[src/rtl/lsu_pkg.sv]
// lsu_pkg: shared size/state types and sub-word widths for the load/store unit
package lsu_pkg;
   typedef enum logic [1:0] {SIZE_B = 2'b00, SIZE_H = 2'b01, SIZE_W = 2'b10, SIZE_ILL = 2'b11} size_t;
   typedef enum logic [2:0] {IDLE, LOAD, MERGE, WRITE, RESP} state_t;
   localparam int BYTE_W = 8;
   localparam int HALF_W = 16;
endpackage

[src/rtl/lsu_align.sv]
// lsu_align: load extension and sub-word store merge for a 32-bit memory word
module lsu_align
   import lsu_pkg::*;
(
   input  logic  [31:0] rdata,
   input  size_t        size,
   input  logic         uns,
   input  logic  [31:0] wdata,
   output logic  [31:0] ext,
   output logic  [31:0] merged
);
   function automatic logic [31:0] extend(input logic [31:0] d, input size_t s, input logic u);
      return s == SIZE_B ? {{(32-BYTE_W){!u && d[BYTE_W-1]}}, d[BYTE_W-1:0]} :
             s == SIZE_H ? {{(32-HALF_W){!u && d[HALF_W-1]}}, d[HALF_W-1:0]} : d;
   endfunction
   function automatic logic [31:0] merge(input logic [31:0] o, input logic [31:0] w, input size_t s);
      return s == SIZE_B ? {o[31:BYTE_W], w[BYTE_W-1:0]} :
             s == SIZE_H ? {o[31:HALF_W], w[HALF_W-1:0]} : w;
   endfunction
   assign ext    = extend(rdata, size, uns);
   assign merged = merge(rdata, wdata, size);
endmodule

[src/rtl/load_store_unit.sv]
// load_store_unit: byte/half/word load-store front end for a 32-bit word-write memory
module load_store_unit
   import lsu_pkg::*;
#(
   parameter bit ALLOW_MISALIGNED = 1'b1,
   parameter int ADDR_W = 32
) (
   input  logic              clk_i,
   input  logic              rst_ni,
   input  logic              req_valid_i,
   output logic              req_ready_o,
   input  logic              req_we_i,
   input  logic [1:0]        req_size_i,
   input  logic              req_unsigned_i,
   input  logic [ADDR_W-1:0] req_addr_i,
   input  logic [31:0]       req_wdata_i,
   output logic              resp_valid_o,
   output logic [31:0]       resp_rdata_o,
   output logic              resp_err_o,
   output logic [ADDR_W-1:0] mem_data_addr_o,
   output logic [31:0]       mem_data_wdata_o,
   input  logic [31:0]       mem_data_rdata_i,
   output logic              mem_write_o
);
   state_t      state, state_nx;
   size_t       size;
   logic        uns, accept, err;
   logic [31:0] wdata, ext, merged;
   assign req_ready_o  = state == IDLE;
   assign resp_valid_o = state == RESP;
   assign mem_write_o  = state == WRITE;
   assign accept       = req_valid_i && req_ready_o;
   assign err = req_size_i == SIZE_ILL ||
                (!ALLOW_MISALIGNED && ((req_size_i == SIZE_H && req_addr_i[0]) ||
                                       (req_size_i == SIZE_W && req_addr_i[1:0] != 2'b00)));
   always_comb begin
      state_nx = state;
      state_nx = state == IDLE  ? (!accept ? IDLE : err ? RESP : !req_we_i ? LOAD :
                                   req_size_i == SIZE_W ? WRITE : MERGE) :
                 state == MERGE ? WRITE :
                 state == LOAD || state == WRITE ? RESP : IDLE;
   end
   lsu_align u_align (
      .rdata  (mem_data_rdata_i),
      .size   (size),
      .uns    (uns),
      .wdata  (wdata),
      .ext    (ext),
      .merged (merged)
   );
   // the memory only writes full words, so sub-word stores latch the merged word during MERGE
   always_ff @(posedge clk_i or negedge rst_ni) begin
      if (!rst_ni) begin
         state            <= IDLE;
         size             <= SIZE_B;
         uns              <= 1'b0;
         wdata            <= '0;
         resp_rdata_o     <= '0;
         resp_err_o       <= 1'b0;
         mem_data_addr_o  <= '0;
         mem_data_wdata_o <= '0;
      end else begin
         state <= state_nx;
         if (accept) begin
            size         <= size_t'(req_size_i);
            uns          <= req_unsigned_i;
            wdata        <= req_wdata_i;
            resp_rdata_o <= '0;
            resp_err_o   <= err;
            if (!err) mem_data_addr_o <= req_addr_i;
            if (!err && req_we_i && req_size_i == SIZE_W) mem_data_wdata_o <= req_wdata_i;
         end
         if (state == LOAD) resp_rdata_o <= ext;
         if (state == MERGE) mem_data_wdata_o <= merged;
      end
   end
endmodule

[config.mk]
export PLATFORM = sky130hd
export DESIGN_NAME = load_store_unit
export DESIGN_NICKNAME = d
export VERILOG_FILES = /design/src/rtl/lsu_pkg.sv /design/src/rtl/lsu_align.sv /design/src/rtl/load_store_unit.sv
export SDC_FILE = /design/constraint.sdc
export NUM_CORES = 1
export LEC_CHECK = 0
export ABC_CLOCK_PERIOD_IN_PS = 4200
export CAP_MARGIN = 5
export CORE_MARGIN = 4
export CORE_UTILIZATION = 60
export CTS_CLUSTER_DIAMETER = 100
export DETAILED_ROUTE_END_ITERATION = 16
export DONT_BUFFER_PORTS = 1
export HOLD_SLACK_MARGIN = 0.1
export PLACE_DENSITY_LB_ADDON = 0.15
export SYNTH_ARGS = -nofsm -noshare
export SYNTH_HDL_FRONTEND = slang
export SYNTH_SLANG_ARGS = --single-unit
export TNS_END_PERCENT = 5
[constraint.sdc]
create_clock -name clk_i -period 4.2 [get_ports clk_i]
set_clock_uncertainty 0.05 [all_clocks]
set_input_delay 0.84 -clock clk_i [delete_from_list [all_inputs] [get_ports clk_i]]
set_output_delay 0.84 -clock clk_i [all_outputs]
set_load 0.1 [all_outputs]
==> impl_summary.log, run 1 <==
[metrics] share of the synthesized area in the top cell type: 57.0%
[metrics] cell accounting for the most synthesized area: dfrtp_1
[metrics] drt first pass iters: 5
[metrics] number of buffers between clock root and the deepest sink: 2
[metrics] distinct cell type count of the synthesized netlist: 33
[metrics] Fmax achieved: 376 MHz
[metrics] Post-synth EDFFs: 0
[metrics] Arrival @ worst endpoint: 1770 ps
[metrics] placed instance area: 6050 µm²
[metrics] starting utilization of the core area: 61.2%
[metrics] NumNets Final: 634
[metrics] DIE WIDTH: 107 µm
[metrics] Post-Syn Area per Cell: 10.8 µm²
[metrics] number of I/O port buffers: 0
[metrics] prevailing post-synth register cell: dfrtp_1
[metrics] portion of the post-synthesis area used by sequential elements: 57.0%
[metrics] Tcrit/Tclk final: 63.3%
[metrics] I/O Pins: 203
[metrics] cts bufs inserted: 17
[metrics] placeable core area: 9680 µm²
[metrics] final standard cell area without fillers: 6720 µm²
[metrics] Cells after Synth: 551
[metrics] most used standard cell by instance count after synthesis: dfrtp_1
[metrics] met3 routed wirelength: 1450 µm
[metrics] residual overflow from global routing: 0
[metrics] Max H-tree Level: 4
[metrics] top layer used by detailed routing: met4
[metrics] share of synthesized registers carrying an async set or reset: 100%
[metrics] mapped cell area: 5930 µm²
[metrics] vias in the first global route: 4501
[metrics] core utilization of the finished layout: 69.4%
[metrics] post-detailed-routing wire length: 14500 µm
[metrics] Yosys Warn Count: 0
[metrics] Routed WL per cell: 21.4 µm
[metrics] clock tree from TritonCTS: built
[metrics] die area: 11500 µm²
[metrics] DR vias: 4299
[metrics] final HPWL from detailed placement: 9560 µm
[metrics] length of routed met2 wiring: 7030 µm
[metrics] transition time at the pin with the least slew margin: 1240 ps
[metrics] DIE HEIGHT: 107 µm
[metrics] Max Fanout on Critical Path: 8
[metrics] element type at the critical path start: flip-flop
[metrics] clock-pin transition on the worst setup and hold timing paths: 60 ps
[metrics] number of synthesized register bits: 135
[metrics] final-layout fill cell count: 722
[metrics] area overhead of the layout relative to synthesis: 13.3%
[metrics] multi-input gate area in the final layout: 2350 µm²
[metrics] wire length of the first global-routing pass: 23500 µm
[metrics] post_cts resized: 0
[metrics] count of clock tree sinks: 135
[metrics] Max Transition Viols Final: 0
[metrics] count of max-cap constraint violations: 0
[metrics] total number of placement rows: 36
[metrics] total negative setup slack: 0 ps
[metrics] critical path data required time: 3310 ps
[metrics] outcome: complete, no violations
[metrics] library cell used as clock root buffer: clkbuf_8
[metrics] Max-Slew Margin vs Limit: 17.2%
[metrics] most area-consuming cells after synthesis: dfrtp_1, nand2_1, mux2_2, o21ai_0, mux2i_1
[metrics] Final GP Congestion: 0.794
[metrics] Final Critical Period: 2660 ps
[metrics] Worst Setup End Kind: output pin
[metrics] antenna cell count: 0
[metrics] drt first-iter violations: 393
[metrics] RSZ-0062 raised after global routing: no
[metrics] proportion of layout cells with a drive suffix above 1: 16.9%
[metrics] total nets after synthesis: 654
[metrics] Min-Delay Path Class: input pin to asynchronous set/reset pin
[metrics] Storage cell area: 3380 µm²
[metrics] worst-skew pair later-pin latency: 520 ps
[metrics] cell types with the highest counts after synthesis: dfrtp_1, nand2_1, o21ai_0
[metrics] kind of critical path: flip-flop to output pin
[metrics] Detail Route Antenna Nets: 0
[metrics] antenna violations before repair: 0
[metrics] final count of negative-setup-slack endpoints: 0
[metrics] routed via count divided by cell count: 6.35
[metrics] Final Hold Viols: 0
[metrics] M1 wire length: 5770 µm
[metrics] total routing usage reported by global routing: 26.2%
[metrics] DRC: 0
[metrics] largest net degree at the start of global routing: 136
==> cells by family (layout without fill, tap and decap cells) <==
group                  count (synthesis)  after routing  synth area share [%]
AO/OA/AOI/OAI                        143            143                  17.1
buffers and inverters                 55             48                  3.82
flip-flops                           135            135                  57.0
multiplexers                          56             56                  10.1
AND/OR/NAND/NOR                      162            162                  12.0
==> registers in the layout (all words and copies together), names as in the netlist <==
| register | cells |
|---|---|
| state | 3 |
| resp_err_o | 1 |
| size | 2 |
| wdata | 32 |
| mem_data_addr_o | 32 |
| uns | 1 |
| resp_rdata_o | 32 |
| mem_data_wdata_o | 32 |
==> cell type report <==
type | instances | area share [%]
Sequential cell | 135 | 50.3
Multi-Input combinational cell | 361 | 35.1
Clock buffer | 19 | 6.28
Clock inverter | 13 | 3.04
Timing Repair Buffer | 13 | 2.70
Tap cell | 133 | 2.48
Inverter | 3 | 0.168
==> final timing paths <==
| check | start | to | slack [ps] | cells past startpoint |
|---|---|---|---|---|
| setup / recovery | state[0] | mem_write_o | 1540 | 3 |
| hold / removal | rst_ni | resp_rdata_o[23] | 250 | 1 |
| setup reg to reg | state[0] | resp_rdata_o[14] | 1830 | 4 |
| hold reg to reg | wdata[31] | wdata[31] | 420 | 2 |
| max in group asynchronous | rst_ni | wdata[12] | 3370 | 1 |
| min in group clk_i | req_wdata_i[1] | wdata[1] | 370 | 2 |
==> metal layers <==
layer	track usage (%)	vias to the layer above
met5	0	-
met4	8.84	0
met3	11.2	22
met2	40.7	198
met1	33.1	2145
li1	-	1934
==> metrics by stage <==
stage / hold WS, ps / cells / worst slack (ps)
6_report: 252 / 677 / 1540
4_1_cts: 256 / 676 / 1500
5_1_grt: 244 / 677 / 1430
3_3_place_gp: 402 / 643 / 1680
3_5_place_dp: 405 / 643 / 1570
2_1_floorplan: 387 / 551 / 569
==> worst max-delay path, stage by stage, from the launching register on <==
cell and delay, ps:
dfrtp_1 540, inv_1 110, nor3b_2 370, buf_16 220
==> what timing repair did <==
action	CTS	global route
hold endpoints to repair	135	0
endpoints found under the setup margin	0	0
buffers inserted	0	0
hold buffers	1	0
==> cell usage in the layout, fill, tap and decap left out, types with 3 or more instances in the layout <==
| cell type | Yosys | final |
|---|---|---|
| clkinv_2 | 0 | 4 |
| mux2i_1 | 24 | 24 |
| nor2_1 | 11 | 10 |
| clkinv_4 | 0 | 3 |
| o21ai_0 | 50 | 50 |
| a41oi_1 | 26 | 26 |
| nand4_1 | 5 | 5 |
| mux2_2 | 32 | 32 |
| inv_1 | 3 | 3 |
| buf_16 | 0 | 4 |
| a31oi_1 | 5 | 5 |
| or2_2 | 8 | 8 |
| nor3b_2 | 0 | 4 |
| bufinv_16 | 0 | 5 |
| a32o_1 | 8 | 8 |
| a22o_1 | 24 | 24 |
| a21oi_1 | 3 | 3 |
| dfrtp_1 | 135 | 135 |
| clkbuf_16 | 0 | 16 |
| buf_4 | 0 | 8 |
| a22oi_1 | 23 | 23 |
| nand2_1 | 124 | 124 |
Power of run 1 is left out: the tool's default activity adds up to more than one toggle a clock period on the data nets, which glitch-free logic cannot reach.
==> run 2, diff against run 1 <==
--- a/config.mk
+++ b/config.mk
@@ -5,7 +5,7 @@
 export SDC_FILE = /design/constraint.sdc
 export NUM_CORES = 1
 export LEC_CHECK = 0
-export ABC_CLOCK_PERIOD_IN_PS = 4200
+export ABC_CLOCK_PERIOD_IN_PS = 2600
 export CAP_MARGIN = 5
 export CORE_MARGIN = 4
 export CORE_UTILIZATION = 60
==> constraint.sdc (replaced) <==
create_clock -name clk_i -period 2.6 [get_ports clk_i]
set_clock_uncertainty 0.05 [all_clocks]
set_input_delay 0.52 -clock clk_i [delete_from_list [all_inputs] [get_ports clk_i]]
set_output_delay 0.52 -clock clk_i [all_outputs]
set_load 0.1 [all_outputs]
==> impl_summary.log, run 2 (synthesized netlist as in run 1, its figures left out) <==
[metrics] outcome: finished with violations
[metrics] violations in the final reports: hold timing
[metrics] largest net degree at the start of global routing: 136
[metrics] final standard cell area without fillers: 7680 µm²
[metrics] worst-skew pair later-pin latency: 520 ps
[metrics] DR vias: 4905
[metrics] Cells after DPL: 676
[metrics] Tcrit/Tclk final: 90.3%
[metrics] element type at the critical path start: flip-flop
[metrics] routed via count divided by cell count: 6.24
[metrics] post-detailed-routing wire length: 16400 µm
[metrics] library cell used as clock root buffer: clkbuf_8
[metrics] Min Hold Slack: -359 ps
[metrics] multi-input gate area in the final layout: 2360 µm²
[metrics] vias in the first global route: 5059
[metrics] Min-Delay Path Class: input pin to asynchronous set/reset pin
[metrics] transition time at the pin with the least slew margin: 939 ps
[metrics] final-layout fill cell count: 605
[metrics] Max Fanout on Critical Path: 8
[metrics] starting utilization of the core area: 61.2%
[metrics] Arrival @ worst endpoint: 1780 ps
[metrics] placeable core area: 9680 µm²
[metrics] DIE WIDTH: 107 µm
[metrics] clock tree from TritonCTS: built
[metrics] cts bufs inserted: 17
[metrics] kind of critical path: flip-flop to output pin
[metrics] non-filler instance count after layout: 786
[metrics] clock-pin transition on the worst setup and hold timing paths: 60 ps
[metrics] I/O Pins: 203
[metrics] final HPWL from detailed placement: 9840 µm
[metrics] Final GP Congestion: 0.828
[metrics] DIE HEIGHT: 107 µm
[metrics] Final Hold Viols: 135
[metrics] die area: 11500 µm²
[metrics] total number of placement rows: 36
[metrics] residual overflow from global routing: 0
[metrics] critical path data required time: 2030 ps
[metrics] total routing usage reported by global routing: 29.1%
[metrics] number of buffers between clock root and the deepest sink: 2
[metrics] area overhead of the layout relative to synthesis: 29.6%
[metrics] Routed WL per cell: 20.9 µm
[metrics] Storage cell area: 3380 µm²
[metrics] proportion of layout cells with a drive suffix above 1: 19.3%
[metrics] most common library cell in the layout ignoring fill and taps: dfrtp_1
[metrics] antenna violations before repair: 0
[metrics] DRC: 0
[metrics] Post CTS Setup Buffer Count: 0
[metrics] Max H-tree Level: 4
[metrics] drt first pass iters: 5
[metrics] count of clock tree sinks: 135
[metrics] commonest cells after routing, fill and taps aside: dfrtp_1, nand2_1, dlygate4sd3_1
[metrics] drt first-iter violations: 450
[metrics] Fmax achieved: 426 MHz
[metrics] Hold Buf Count CTS: 76
[metrics] wire length of the first global-routing pass: 26100 µm
[metrics] placed instance area: 6300 µm²
[metrics] RSZ-0062 raised after global routing: no
[metrics] Detail Route Antenna Nets: 0
[metrics] post-route worst setup slack: 253 ps
[metrics] Max Transition Viols Final: 0
[metrics] final count of negative-setup-slack endpoints: 0
[metrics] worst setup timing slack at the placement stage: 432 ps
[metrics] Max-Slew Margin vs Limit: 37.4%
[metrics] count of max-cap constraint violations: 0
[metrics] post_cts resized: 0
[metrics] NumNets Final: 742
[metrics] Final Critical Period: 2350 ps
[metrics] number of I/O port buffers: 0
[metrics] Worst Setup End Kind: output pin
-- run 2: cell count changes in the layout (fill, tap and decap cells not counted), moves of 3 or more --
cell           previous run  this run
buf_4                     8        41
clkinv_2                  4         0
clkinvlp_4                1         4
dlygate4sd3_1             0        76
inv_6                     0         5
-- run 2: path summary, 6_finish.rpt --
| check | slack [ps] | cells after the start | from | end |
|---|---|---|---|---|
| max | 250 | 3 | state[0] | mem_write_o |
| min | -360 | 0 | rst_ni | resp_rdata_o[26] |
| max reg2reg | 450 | 5 | state[2] | mem_data_addr_o[24] |
| min reg2reg | 430 | 2 | wdata[30] | wdata[30] |
| max in group asynchronous | 2600 | 0 | rst_ni | wdata[27] |
| min in group clk_i | 120 | 2 | req_we_i | state[1] |
-- run 2: layout make-up --
cell class | count | share of cell area [%]
clock inverter | 15 | 2.51
timing repair buffer | 121 | 15.1
multi-input combinational | 361 | 30.7
sequential | 135 | 44.0
tap | 133 | 2.17
antenna | 1 | 0.0326
clock buffer | 17 | 5.39
inverter | 3 | 0.147
-- run 2: worst max-delay path: stages, from the launching register on --
cell	delay (ps)
dfrtp_1	540
inv_1	150
nor3b_4	240
buf_4	330
-- run 2: metal layers --
metal | up-vias | track usage (%) | wire (µm)
met5 | - | 0 | 0
met4 | 0 | 12.4 | 408
met3 | 39 | 9.18 | 1730
met2 | 277 | 45.5 | 8160
met1 | 2436 | 37.6 | 6140
li1 | 2153 | - | -
-- run 2: metrics by stage --
stage	util, %	setup TNS [ps]
after global placement	65.1	0
after global routing	79.3	0
after floorplan	-	-1220
final	79.4	0
after CTS	79.2	0
after detailed placement	65.1	0
Power of run 2 is left out for the same reason.
